--- config.mk ---
export PLATFORM = sky130hd
export DESIGN_NAME = sprite_blit_mapper
export DESIGN_NICKNAME = d
export VERILOG_FILES = /design/src/rtl/sprite_pkg.sv /design/src/rtl/sprite_anim_ctrl.sv /design/src/rtl/sprite_blit_mapper.sv
export SDC_FILE = /design/constraint.sdc
export NUM_CORES = 1
export LEC_CHECK = 0
export CORE_MARGIN = 1.5
export CORE_UTILIZATION = 50
export DETAILED_ROUTE_END_ITERATION = 10
export PLACE_DENSITY = 0.8
export SYNTH_ARGS = -nofsm -noshare
export SYNTH_HDL_FRONTEND = slang
export SYNTH_SLANG_ARGS = --single-unit
--- constraint.sdc ---
create_clock -name vga_clk -period 3.6 [get_ports vga_clk]
set_input_delay 0.72 -clock vga_clk [delete_from_list [all_inputs] [get_ports vga_clk]]
set_output_delay 0.72 -clock vga_clk [all_outputs]
set_load 0.05 [all_outputs]
--- src/rtl/sprite_pkg.sv ---
// Shared types and sizing helpers for the sprite mapper.
// Screen geometry, coordinate/scale types and the animation FSM states.
package sprite_pkg;

  localparam int SCREEN_W = 640;
  localparam int SCREEN_H = 480;

  typedef logic [9:0] coord_t;
  typedef logic [1:0] scale_t;

  typedef enum logic {
    IDLE_VIS = 1'b0,
    SYNC     = 1'b1
  } anim_state_e;

  function automatic int addr_w(int nf, int w, int h);
    return $clog2(nf * w * h);
  endfunction

  function automatic int clog2_min1(int n);
    return (n > 1) ? $clog2(n) : 1;
  endfunction

endpackage

--- src/rtl/sprite_anim_ctrl.sv ---
// Vsync edge detection, animation divider and frame selection.
// load_o pulses while the FSM leaves IDLE_VIS for SYNC.
module sprite_anim_ctrl
  import sprite_pkg::*;
#(
  parameter int NUM_FRAMES = 4,
  parameter int FRAME_DIV  = 8,
  localparam int FW = clog2_min1(NUM_FRAMES),
  localparam int VW = clog2_min1(FRAME_DIV)
) (
  input  logic          clk,
  input  logic          rst_n,
  input  logic          vs,
  input  logic          anim_en,
  input  logic [FW-1:0] frame_sel,
  output logic [FW-1:0] frame_cur,
  output logic          load_o
);

  anim_state_e   state_q;
  logic [VW-1:0] vcnt_q;
  logic [FW-1:0] frame_q;
  logic          sel_bad;

  // State mirrors the previous vs sample, so IDLE_VIS with vs low is the fall.
  assign load_o    = (state_q == IDLE_VIS) & ~vs;
  assign frame_cur = frame_q;
  assign sel_bad   = {1'b0, frame_sel} >= (FW+1)'(NUM_FRAMES);

  always_ff @(posedge clk or negedge rst_n) begin
    if (!rst_n) begin
      state_q <= IDLE_VIS;
      vcnt_q  <= '0;
      frame_q <= '0;
    end else begin
      unique case (state_q)
        IDLE_VIS: begin
          if (!vs) begin
            state_q <= SYNC;
            if (!anim_en) begin
              vcnt_q  <= '0;
              frame_q <= sel_bad ? '0 : frame_sel;
            end else if (vcnt_q == VW'(FRAME_DIV - 1)) begin
              vcnt_q  <= '0;
              frame_q <= (frame_q == FW'(NUM_FRAMES - 1)) ? '0
                       : frame_q + FW'(1);
            end else begin
              vcnt_q <= vcnt_q + VW'(1);
            end
          end
        end
        SYNC: begin
          if (vs) state_q <= IDLE_VIS;
        end
        default: state_q <= IDLE_VIS;
      endcase
    end
  end

endmodule

--- src/rtl/sprite_blit_mapper.sv ---
// Sprite placement/scaling pipeline: clip compare, ROM address, pixel out.
// Shadowed position/scale are reloaded on each vsync fall.
module sprite_blit_mapper
  import sprite_pkg::*;
#(
  parameter int SPR_W      = 32,
  parameter int SPR_H      = 32,
  parameter int NUM_FRAMES = 4,
  parameter int IDX_W      = 4,
  parameter int KEY_IDX    = 0,
  parameter int FRAME_DIV  = 8,
  localparam int ADDR_W = addr_w(NUM_FRAMES, SPR_W, SPR_H),
  localparam int FW     = clog2_min1(NUM_FRAMES)
) (
  input  logic              vga_clk,
  input  logic              reset_n,
  input  logic [9:0]        DrawX,
  input  logic [9:0]        DrawY,
  input  logic              blank,
  input  logic              vs,
  input  logic [9:0]        sprite_x,
  input  logic [9:0]        sprite_y,
  input  logic [1:0]        scale_log2,
  input  logic              anim_en,
  input  logic [FW-1:0]     frame_sel,
  output logic [ADDR_W-1:0] rom_address,
  input  logic [IDX_W-1:0]  rom_q,
  output logic [IDX_W-1:0]  pix_idx,
  output logic              pix_on,
  output logic [FW-1:0]     frame_cur
);

  localparam int CB = $clog2(SPR_W);
  localparam int RB = $clog2(SPR_H);
  localparam int CW = FW + RB + CB;

  logic load;

  sprite_anim_ctrl #(
    .NUM_FRAMES (NUM_FRAMES),
    .FRAME_DIV  (FRAME_DIV)
  ) u_anim (
    .clk       (vga_clk),
    .rst_n     (reset_n),
    .vs        (vs),
    .anim_en   (anim_en),
    .frame_sel (frame_sel),
    .frame_cur (frame_cur),
    .load_o    (load)
  );

  coord_t sx_q, sy_q;
  scale_t s_q;

  always_ff @(posedge vga_clk or negedge reset_n) begin
    if (!reset_n) begin
      sx_q <= '0;
      sy_q <= '0;
      s_q  <= '0;
    end else if (load) begin
      sx_q <= sprite_x;
      sy_q <= sprite_y;
      s_q  <= scale_log2;
    end
  end

  logic [10:0]       dx, dy;
  logic [11:0]       w_ext, h_ext;
  logic [9:0]        dxs, dys;
  logic [CW-1:0]     addr_full;
  logic              hit_d;
  logic [ADDR_W-1:0] addr_d;

  // Bit 10 is the sign: a negative offset never aliases onto the far edge.
  assign dx    = {1'b0, DrawX} - {1'b0, sx_q};
  assign dy    = {1'b0, DrawY} - {1'b0, sy_q};
  assign w_ext = 12'(SPR_W) << s_q;
  assign h_ext = 12'(SPR_H) << s_q;
  assign dxs   = dx[9:0] >> s_q;
  assign dys   = dy[9:0] >> s_q;

  assign hit_d = blank & ~dx[10] & ~dy[10]
               & ({1'b0, dx} < w_ext)
               & ({1'b0, dy} < h_ext);

  assign addr_full = {frame_cur, dys[RB-1:0], dxs[CB-1:0]};
  assign addr_d    = hit_d ? addr_full[ADDR_W-1:0] : '0;

  logic [ADDR_W-1:0] addr_q;
  logic              hit1_q, hit2_q;
  logic [IDX_W-1:0]  idx_q;
  logic              on_q;

  always_ff @(posedge vga_clk or negedge reset_n) begin
    if (!reset_n) begin
      addr_q <= '0;
      hit1_q <= 1'b0;
      hit2_q <= 1'b0;
      idx_q  <= '0;
      on_q   <= 1'b0;
    end else begin
      addr_q <= addr_d;
      hit1_q <= hit_d;
      hit2_q <= hit1_q;
      idx_q  <= hit2_q ? rom_q : '0;
      on_q   <= hit2_q & (rom_q != IDX_W'(KEY_IDX));
    end
  end

  assign rom_address = addr_q;
  assign pix_idx     = idx_q;
  assign pix_on      = on_q;

endmodule

After elaboration in Yosys (flattened, before gate mapping)
Index checks and enable logic that the tools add are counted.
Operators by class
  bitwise logic cells: 10
  equal/unequal tests: 3
  $add $sub $neg: 4
  shift-type cells: 3
  div/mod/pow operators: 0
  reduce and logical (&&, ||, !) cells: 3
  $lt $le $gt $ge: 2
  mux-type cells: 8
  multiply operators: 0
Operators with widths (number)
  less-than comparator 11 x 12 -> 1 bit: 2
  subtractor 10 x 10 -> 11 bit: 2
  right shift 10 x 2 -> 5 bit: 2
  2-to-1 mux 12 bit: 1
  left shift 6 x 2 -> 12 bit (first input constant): 1
  AND 1 bit: 6
  2-to-1 mux 2 bit: 3
  2-to-1 mux 3 bit: 2
  2-to-1 mux 4 bit: 1
  inverter 1 bit: 4
  nonzero test 4 bit: 1
  adder 3 x 1 -> 3 bit (second input constant): 1
  equality test 3 bit (second input constant): 1
  AND reduction 3 bit: 1
  adder 2 x 1 -> 2 bit (second input constant): 1
  equality test 2 bit (second input constant): 1
  inequality test 2 x 1 -> 1 bit (second input constant): 1
  AND reduction 2 bit: 1
  2-to-1 mux 1 bit: 1
Storage, ports and cells
  flip-flop bits (word level): 47
  memory bits (writable): 0
  bits in latches: 0
  memory bits (read-only): 0
  word-level logic and storage cells: 44
  output and inout bits: 19
  input bits: 53
  memories: 0

Depth between registers and ports, before layout
Gate-level depths: netlist of the first run.
  depth in word-level cells: 7
  depth in mapped cells: 18
  mapped depth without buffers: 17

By module
Synthesis of the first run repeated with hierarchy kept, for this count alone.
Second synthesis, totals
  cells, all modules: 332
  area, all modules: 3055.4 sq um
By module, submodules not included
  sprite_blit_mapper: sequential area each 1026.0 sq um, instances 1, area an instance 2722.6 sq um, cells an instance 299
  sprite_anim_ctrl: sequential area each 150.1 sq um, instances 1, area an instance 332.8 sq um, cells an instance 33

Worst setup path before layout of the first run
Ideal clock, no wire load.
  kind: input -> register
  start point: in DrawY[0]
  end point: reg addr_q[6], in the netlist rom_address[6]
  library setup time: 0.087 ns
  setup slack: 0.097 ns
  required time: 3.513 ns
  buffers on the path: 1
  stages: 18
  data arrival time: 3.416 ns
  path through: inv_1 -> ha_1 -> inv_1 -> fa_1 -> a21oi_1 -> o21ai_1 -> a21oi_1 -> o21bai_1 -> a21oi_1 -> xnor2_1 -> ha_1 -> o21ai_0 -> a21oi_1 -> a211o_1 -> a211oi_2 -> o211ai_2 -> buf_6 -> a211oi_2
On the way
  cells in the longest elaborated chain, start to end: 6
  elaborated cells on any way between the ends: 8
  those cells by class: add/sub: 1; order compare: 1; shift: 1; mux: 1; bitwise: 4
RTL lines
  start, declared: line sprite_blit_mapper.sv:18  | input logic [9:0] DrawY,
  subtractor 10 x 10 -> 11 bit *: line sprite_blit_mapper.sv:76  | assign dy = {1'b0, DrawY} - {1'b0, sy_q};
  parallel branches: the longest is 4 deep, another holds less-than comparator 11 x 12 -> 1 bit
  2-to-1 mux 12 bit *: line sprite_blit_mapper.sv:87  | assign addr_d = hit_d ? addr_full[ADDR_W-1:0] : '0;
  via addr_d[6]: line sprite_blit_mapper.sv:72  | logic [ADDR_W-1:0] addr_d;
  end signal, assigned: line sprite_blit_mapper.sv:102  | addr_q <= addr_d;
  end, declared: line sprite_blit_mapper.sv:89  | logic [ADDR_W-1:0] addr_q;
Mark *: on every way through the listed nets, which the timed path passes.
A chain may end at the register's enable or synchronous reset.

Final worst setup path of the first run
  start point: in DrawX[3]
  end point: reg addr_q[6], in the netlist rom_address[6]
On the way
  cells in the longest elaborated chain, start to end: 7
  elaborated cells on any way between the ends: 8
  those cells by class: add/sub: 1; order compare: 1; mux: 1; bitwise: 5
RTL lines
  start, declared: line sprite_blit_mapper.sv:17  | input logic [9:0] DrawX,
  subtractor 10 x 10 -> 11 bit *: line sprite_blit_mapper.sv:75  | assign dx = {1'b0, DrawX} - {1'b0, sx_q};
  parallel branches: the longest is 3 deep, another holds less-than comparator 11 x 12 -> 1 bit
  AND 1 bit *: line sprite_blit_mapper.sv:83  | & ({1'b0, dx} < w_ext)
  AND 1 bit *: line sprite_blit_mapper.sv:84  | & ({1'b0, dy} < h_ext);
  2-to-1 mux 12 bit *: line sprite_blit_mapper.sv:87
  via addr_d[6]: line sprite_blit_mapper.sv:72
Marks and branches as above.

==> results.cfg, run 1 <==
[worst_setup_path]
cpMostUsedCell = sky130_fd_sc_hd__a211oi_2
critical-path-slowest-cell = sky130_fd_sc_hd__clkdlybuf4s50_1
cp_cell_sequence = clkdlybuf4s50_1 -> ha_4 -> a21o_1 -> or3_1 -> o22ai_2 -> xnor2_2 -> ha_1 -> a21oi_1 -> nand2_1 -> a211o_1 -> a211oi_2 -> o211ai_2 -> buf_6 -> a211oi_2
cp_startpoint_kind = input port
critical_path.reg2reg.endpoint = rom_address[6]
worst_setup_path_end_kind = flip-flop
crit-reg2reg-launch = sy_q[0]
critPathKind = input port to flip-flop
worst-endpoint-required_ns = 3.82
cpPeakStageDelay_ns = 0.44
ff_to_ff_path_depth = 17
reg2reg_slack_ns = 0.33
worst-endpoint-arrival_ns = 3.75
cp_max_fo = 6

[power]
power_per_cell_area_mw_per_mm2 = 421
vdd_drop_max_mv = 0.270
p_leak_uw = 0.00203

[clocking]
ctsHtreeMaxLevel = 2
clock_latency_ns = 0.31
tritoncts_buffer_count = 5
clkSlewWorstSetupHoldPaths_ns = 0.09
clockRootBuffer = sky130_fd_sc_hd__clkbuf_8
cts_max_path_buffers = 2
clock-sinks = 47
clock_tree_from_tritoncts = done
cts_hold_buffers = 0

[global_routing]
grt_pass1_wl_um = 11600
grt_overflow = 0
number_of_antenna_violations_at_the_first_check_in_global_routing = 0
maximum_number_of_pins_on_one_net_before_global_route_repair = 48
met3_usage_pct = 4.20
vias_in_the_first_global_route = 2551
grt_most_used_layer = met2
groute.layer.met2.usage_pct = 40.8
groute.layer.met1.usage_pct = 28.8
grt_use_total_pct = 23.1

[synth]
synthDistinctLibCells = 53
avgSynthCellArea_um2 = 9.41
post_synth_inst_count = 320
yosysSeqAreaShare_pct = 39.1
postSynthRegisterBits = 47
synth.yosys.warnings = 0
synth-edff-count = 0
async_flop_share_pct = 100
synth_fp_nets = 406
ys.flop_type = sky130_fd_sc_hd__dfrtp_1
synthesis.area_mm2 = 0.00301

[sta]
timing.final.max_slew_violations = 0
final.setup_skew_ns = 0.00371
actual_slew_at_the_worst_max_slew_pin_ns = 1.01
worst_hold_slack_ns = 0.365
slew_headroom_pct = 32.6
timing.final.setup_violations = 0
finalCriticalPeriod_ns = 3.52
timing.setup.tns_ns = 0
timing_hold_violations_final = 0
final_worst_path_period_share_pct = 97.9
finalWorstSetupSlack_ns = 0.0750
fmax_mhz = 284

[finish]
layout-drive-gt1-share_pct = 23.1
layout.area.seq_mm2 = 0.00118
footprint_of_the_multi_input_gates_mm2 = 0.00185
layout.nets = 517
antenna-diode-count = 0
syn_to_final_growth_pct = 45.3
fillers = 390

[floorplan]
ios = 72
placeableCoreArea_mm2 = 0.00585
start_util_pct = 51.5
fp.dieH_um = 80.6
fp.dieW_um = 80.6
die_area_mm2 = 0.00650
floorplan.rows = 28

[job]
max_cap_violations = 0

[worst_hold_path]
timing.hold.worst_path_depth = 0
min_path_type = flip-flop to flip-flop
holdPathEnd = hit2_q
hold_crit_start = hit1_q

[routing]
first_iter_violations = 160
drt-vias-per-instance = 5.43
route.vias.total = 2755
drtAntennaViolNets = 0
post_detailed_routing_wire_length_um = 7590
drt-pass1-iter-count = 4
residual_drc = 0
avgRoutedWirePerCell_um = 15.0

[place]
dp_slack_ns = -0.556
io_buffer_count = 71
gpl.final_weighted_congestion = 0.835
hpwlAfterDp_um = 4990

[outcome]
run_status = finished, final reports clean
## cell families after synthesis
logic type	synth area share, %
fa+ha+maj	14.2
simple gates	15.1
flops	39.1
mux	2.87
xor+xnor	4.07
buf+inv	5.36
compound gates	19.3
## layout make-up
cell class / instances / share of cell area [%]
multi-input cells: 232 / 42.4
flip-flops and latches: 47 / 26.9
repair buffers: 114 / 23.7
inverters: 31 / 2.66
well taps: 75 / 2.15
clock buffers: 6 / 1.89
clock inverters: 2 / 0.372
## metrics by stage
step | power (uW) | utilization, % | instance area [um^2] | std cells
after floorplan | 1060 | - | 3010 | 320
final | 1840 | 74.7 | 4370 | 507
after CTS | 1750 | 72.4 | 4230 | 502
after global routing | 1960 | 74.7 | 4370 | 507
after global placement | 1310 | 68.4 | 4000 | 487
after detailed placement | 1330 | 68.4 | 4000 | 487
## placed cells by master, fill, tap and decap left out, types with 3 or more instances in the layout
cell / netlist / routed
sky130_fd_sc_hd__and2_1: 5 / 5
sky130_fd_sc_hd__nor2b_1: 5 / 5
sky130_fd_sc_hd__o21bai_1: 4 / 4
sky130_fd_sc_hd__dfrtp_1: 47 / 47
sky130_fd_sc_hd__a21oi_2: 1 / 5
sky130_fd_sc_hd__clkbuf_8: 0 / 6
sky130_fd_sc_hd__nand2_1: 43 / 43
sky130_fd_sc_hd__or2_2: 3 / 3
sky130_fd_sc_hd__mux2i_1: 3 / 3
sky130_fd_sc_hd__o22ai_1: 4 / 3
sky130_fd_sc_hd__clkdlybuf4s50_1: 0 / 63
sky130_fd_sc_hd__xnor2_1: 10 / 8
sky130_fd_sc_hd__a211oi_1: 4 / 4
sky130_fd_sc_hd__o21ai_0: 24 / 22
sky130_fd_sc_hd__dlymetal6s2s_1: 0 / 3
sky130_fd_sc_hd__a211oi_2: 6 / 5
sky130_fd_sc_hd__buf_6: 1 / 3
sky130_fd_sc_hd__nand3_1: 8 / 7
sky130_fd_sc_hd__ha_4: 0 / 5
sky130_fd_sc_hd__ha_2: 0 / 4
sky130_fd_sc_hd__a21o_1: 5 / 5
sky130_fd_sc_hd__a21oi_1: 13 / 8
sky130_fd_sc_hd__ha_1: 31 / 22
sky130_fd_sc_hd__nor2_1: 21 / 19
sky130_fd_sc_hd__buf_4: 0 / 40
sky130_fd_sc_hd__inv_1: 30 / 28
sky130_fd_sc_hd__xor2_1: 4 / 3
sky130_fd_sc_hd__inv_2: 1 / 3
## worst max-delay path, delay by kind of cell
kind / cells / cell delay, ns
adders and majority gates: 2 / 0.47
buffers and inverters: 2 / 0.64
AOI/OAI and AO/OA: 7 / 1.34
xor gates and xnor gates: 1 / 0.15
and+or+nand+nor: 2 / 0.42
## state kept, by name, summed over array words and instances (netlist names)
register,cells
sx_q,10
sy_q,10
hit1_q,1
u_anim.frame_cur,2
rom_address,12
hit2_q,1
pix_on,1
u_anim.vcnt_q,3
u_anim.state_q,1
s_q,2
pix_idx,4
## how the worst max path moves through the flow
stage / endpoint / slack (ns) / from
floorplan: rom_address[6] / 0.1 / DrawY[0]
CTS: rom_address[6] / 0.01 / DrawX[4]
finish: rom_address[6] / 0.08 / DrawX[3]
detailed placement: rom_address[9] / -0.56 / DrawY[0]
global placement: rom_address[6] / -0.43 / DrawY[0]
global route: rom_address[6] / -0.07 / DrawX[3]
## layer usage
layer	part of all wire (%)	wire [um]
met4	2.2	167
met3	4.0	305
met5	0	0
met1	42	3200
met2	52	3920
## Yosys cell counts (3+ instances only)
master                     number  area, um^2
sky130_fd_sc_hd__or2_2          3        18.8
sky130_fd_sc_hd__clkbuf_1       8        30.0
sky130_fd_sc_hd__mux2i_1        3        30.0
sky130_fd_sc_hd__o21ai_0       24         120
sky130_fd_sc_hd__a21o_1         5        37.5
sky130_fd_sc_hd__nand2_1       43         161
sky130_fd_sc_hd__xor2_1         4        35.0
sky130_fd_sc_hd__ha_1          31         388
sky130_fd_sc_hd__o21bai_1       4        30.0
sky130_fd_sc_hd__nor2b_1        5        31.3
sky130_fd_sc_hd__a211oi_1       4        30.0
sky130_fd_sc_hd__nand3_1        8        40.0
sky130_fd_sc_hd__and2_1         5        31.3
sky130_fd_sc_hd__a211oi_2       6        75.1
sky130_fd_sc_hd__nor2_1        21        78.8
sky130_fd_sc_hd__dfrtp_1       47        1180
sky130_fd_sc_hd__inv_1         30         113
sky130_fd_sc_hd__o22ai_1        4        25.0
sky130_fd_sc_hd__a21oi_1       13        65.1
sky130_fd_sc_hd__xnor2_1       10        87.6
## what timing repair did
action | 4_1_cts | 5_1_grt
pin swaps | 28 | 28
buffers inserted | 7 | 5
resized for setup | 29 | 18
endpoints found under the setup margin | 13 | 13
## power breakdown
part	leakage [uW]	internal [uW]	switching [uW]
clock	0.0000474	157	190
sequential	0.000609	569	33.8
combinational	0.00138	453	438
total	0.00203	1180	662
Power figures use the tool's default switching activity.
==> inputs of run 2 (changes only) <==
--- a/config.mk
+++ b/config.mk
@@ -6,9 +6,9 @@
 export NUM_CORES = 1
 export LEC_CHECK = 0
 export CORE_MARGIN = 1.5
-export CORE_UTILIZATION = 50
+export CORE_UTILIZATION = 54
 export DETAILED_ROUTE_END_ITERATION = 10
-export PLACE_DENSITY = 0.8
+export PLACE_DENSITY = 0.86
 export SYNTH_ARGS = -nofsm -noshare
 export SYNTH_HDL_FRONTEND = slang
 export SYNTH_SLANG_ARGS = --single-unit
==> constraint.sdc (replaced) <==
create_clock -name vga_clk -period 4.23 [get_ports vga_clk]
set_input_delay 0.846 -clock vga_clk [delete_from_list [all_inputs] [get_ports vga_clk]]
set_output_delay 0.846 -clock vga_clk [all_outputs]
set_load 0.05 [all_outputs]
==> results.cfg, run 2 (same netlist as run 1, synthesis figures left out) <==
[outcome]
run_status = finished, final reports clean

[worst_hold_path]
hold_crit_start = hit1_q
timing.hold.worst_path_depth = 0
holdPathEnd = hit2_q
min_path_type = flip-flop to flip-flop

[floorplan]
floorplan.rows = 27
ios = 72
die_area_mm2 = 0.00603
fp.dieW_um = 77.7
placeableCoreArea_mm2 = 0.00544
fp.dieH_um = 77.7
start_util_pct = 55.3

[power]
comb_power_share_pct = 41.1
power.sequential.fraction_pct = 37.4
vdd_drop_max_mv = 0.219
pwr-share-clk_pct = 21.5
power_per_cell_area_mw_per_mm2 = 350
cell_internal_pwr_uw = 881
switching_share_pct = 35.9
p_leak_uw = 0.00180
switching_power_uw = 492

[finish]
footprint_of_the_multi_input_gates_mm2 = 0.00168
largest_register_ff_count = 12
layout.area.seq_mm2 = 0.00118
mostFrequentLayoutCell = sky130_fd_sc_hd__clkdlybuf4s50_1
layout-drive-gt1-share_pct = 9.60
layout.nets = 481
antenna-diode-count = 0
layout_common_cells = sky130_fd_sc_hd__clkdlybuf4s50_1 (70), sky130_fd_sc_hd__dfrtp_1 (47), sky130_fd_sc_hd__nand2_1 (43)
syn_to_final_growth_pct = 30.3
fillers = 422

[routing]
first_iter_violations = 119
drt-pass1-iter-count = 4
drtAntennaViolNets = 0
residual_drc = 0
avgRoutedWirePerCell_um = 14.0
route.vias.total = 2536
drt-vias-per-instance = 5.42
post_detailed_routing_wire_length_um = 6560

[global_routing]
number_of_antenna_violations_at_the_first_check_in_global_routing = 0
grt_overflow = 0
maximum_number_of_pins_on_one_net_before_global_route_repair = 48
grt_pass1_wl_um = 11500
grt_use_total_pct = 23.8
vias_in_the_first_global_route = 2650

[job]
max_cap_violations = 0

[clocking]
post-cts-setup-buffer-count = 0
clkSlewWorstSetupHoldPaths_ns = 0.09
tritoncts_buffer_count = 5
cts_hold_buffers = 0
clock-sinks = 47
clock_tree_from_tritoncts = done
ctsHtreeMaxLevel = 2
cts_max_path_buffers = 2
clock_latency_ns = 0.30
ctsResizeCount = 0
clockRootBuffer = sky130_fd_sc_hd__clkbuf_8

[sta]
fmax_mhz = 251
finalWorstSetupSlack_ns = 0.241
worst_hold_slack_ns = 0.362
finalCriticalPeriod_ns = 3.99
slew_headroom_pct = 32.4
final.setup_skew_ns = 0.00920
actual_slew_at_the_worst_max_slew_pin_ns = 1.01
timing_hold_violations_final = 0
unrepaired_setup_endpoints_after_global_routing = no
timing.setup.tns_ns = 0
timing.final.setup_violations = 0
timing.final.max_slew_violations = 0
final_worst_path_period_share_pct = 94.3

[worst_setup_path]
crit-reg2reg-launch = sy_q[0]
reg2reg_slack_ns = 0.87
worst-endpoint-required_ns = 4.45
cp_startpoint_kind = input port
ff_to_ff_path_depth = 17
critical_path_buf_inv_count = 4
worst_setup_path_end_kind = flip-flop
critical-path-slowest-cell = sky130_fd_sc_hd__fa_1
critPathKind = input port to flip-flop
cp_top_family = compound AO/OA/AOI/OAI gates
cp_max_fo = 6
critical_path.reg2reg.endpoint = rom_address[4]
cp_cell_sequence = clkdlybuf4s50_1 -> inv_1 -> ha_1 -> inv_1 -> fa_1 -> a21o_1 -> a221oi_2 -> o21bai_1 -> a21oi_1 -> xnor2_1 -> ha_1 -> nor2_1 -> o211ai_1 -> a211o_1 -> a211oi_2 -> o211ai_2 -> buf_4 -> nor3_1
worst-endpoint-arrival_ns = 4.21
cpPeakStageDelay_ns = 0.40

[place]
dp_slack_ns = -0.0928
hpwlAfterDp_um = 4980
gpl.final_weighted_congestion = 0.836
io_buffer_count = 71
## run 2: changes by cell type in the layout (fill, tap and decap cells not counted), moves of 3 or more
cell / before / now
sky130_fd_sc_hd__a21oi_1: 8 / 11
sky130_fd_sc_hd__buf_4: 40 / 7
sky130_fd_sc_hd__buf_6: 3 / 0
sky130_fd_sc_hd__ha_2: 4 / 0
sky130_fd_sc_hd__ha_1: 22 / 31
sky130_fd_sc_hd__ha_4: 5 / 0
sky130_fd_sc_hd__dlymetal6s2s_1: 3 / 0
sky130_fd_sc_hd__clkdlybuf4s50_1: 63 / 70
## run 2: how the worst max path moves through the flow
stage / depth (start not counted) / to / slack, ns / start
after global placement: 18 / rom_address[4] / 0.04 / DrawX[0]
final: 18 / rom_address[4] / 0.24 / DrawX[0]
after global routing: 18 / rom_address[4] / 0.004 / DrawX[0]
after floorplan: 18 / rom_address[6] / 0.60 / DrawY[0]
after detailed placement: 19 / rom_address[4] / -0.09 / DrawY[0]
after CTS: 19 / rom_address[4] / 0.21 / DrawY[0]
## run 2: power by group through the flow
stage	sequential (uW)	combinational [uW]	clock [uW]
after floorplan	521	382	0
after global placement	520	531	0
after detailed placement	522	554	0
after CTS	513	561	302
after global routing	518	632	319
final	514	565	295
## run 2: layout make-up
type / instances / area share, %
flip-flops and latches: 47 / 30.0
well taps: 72 / 2.30
repair buffers: 78 / 19.3
clock buffers: 6 / 2.11
clock inverters: 2 / 0.415
inverters: 31 / 2.97
multi-input cells: 232 / 42.9
## run 2: layer usage
| layer | GRT usage (%) | vias to the layer above | part of all wire [%] |
|---|---|---|---|
| li1 | - | 1252 | - |
| met1 | 27.8 | 1220 | 42 |
| met2 | 43.7 | 53 | 53 |
| met3 | 4.35 | 11 | 3.8 |
| met4 | 7.64 | 0 | 1.6 |
| met5 | 0 | - | 0 |
## run 2: per-stage QoR
step | area (um^2) | instances | total power [uW] | util, %
after detailed placement | 3820 | 460 | 1080 | 70.2
after global placement | 3820 | 460 | 1050 | 70.2
after CTS | 3920 | 468 | 1380 | 72.0
after global routing | 3920 | 468 | 1470 | 72.1
after floorplan | 3010 | 320 | 903 | -
final | 3920 | 468 | 1370 | 72.1
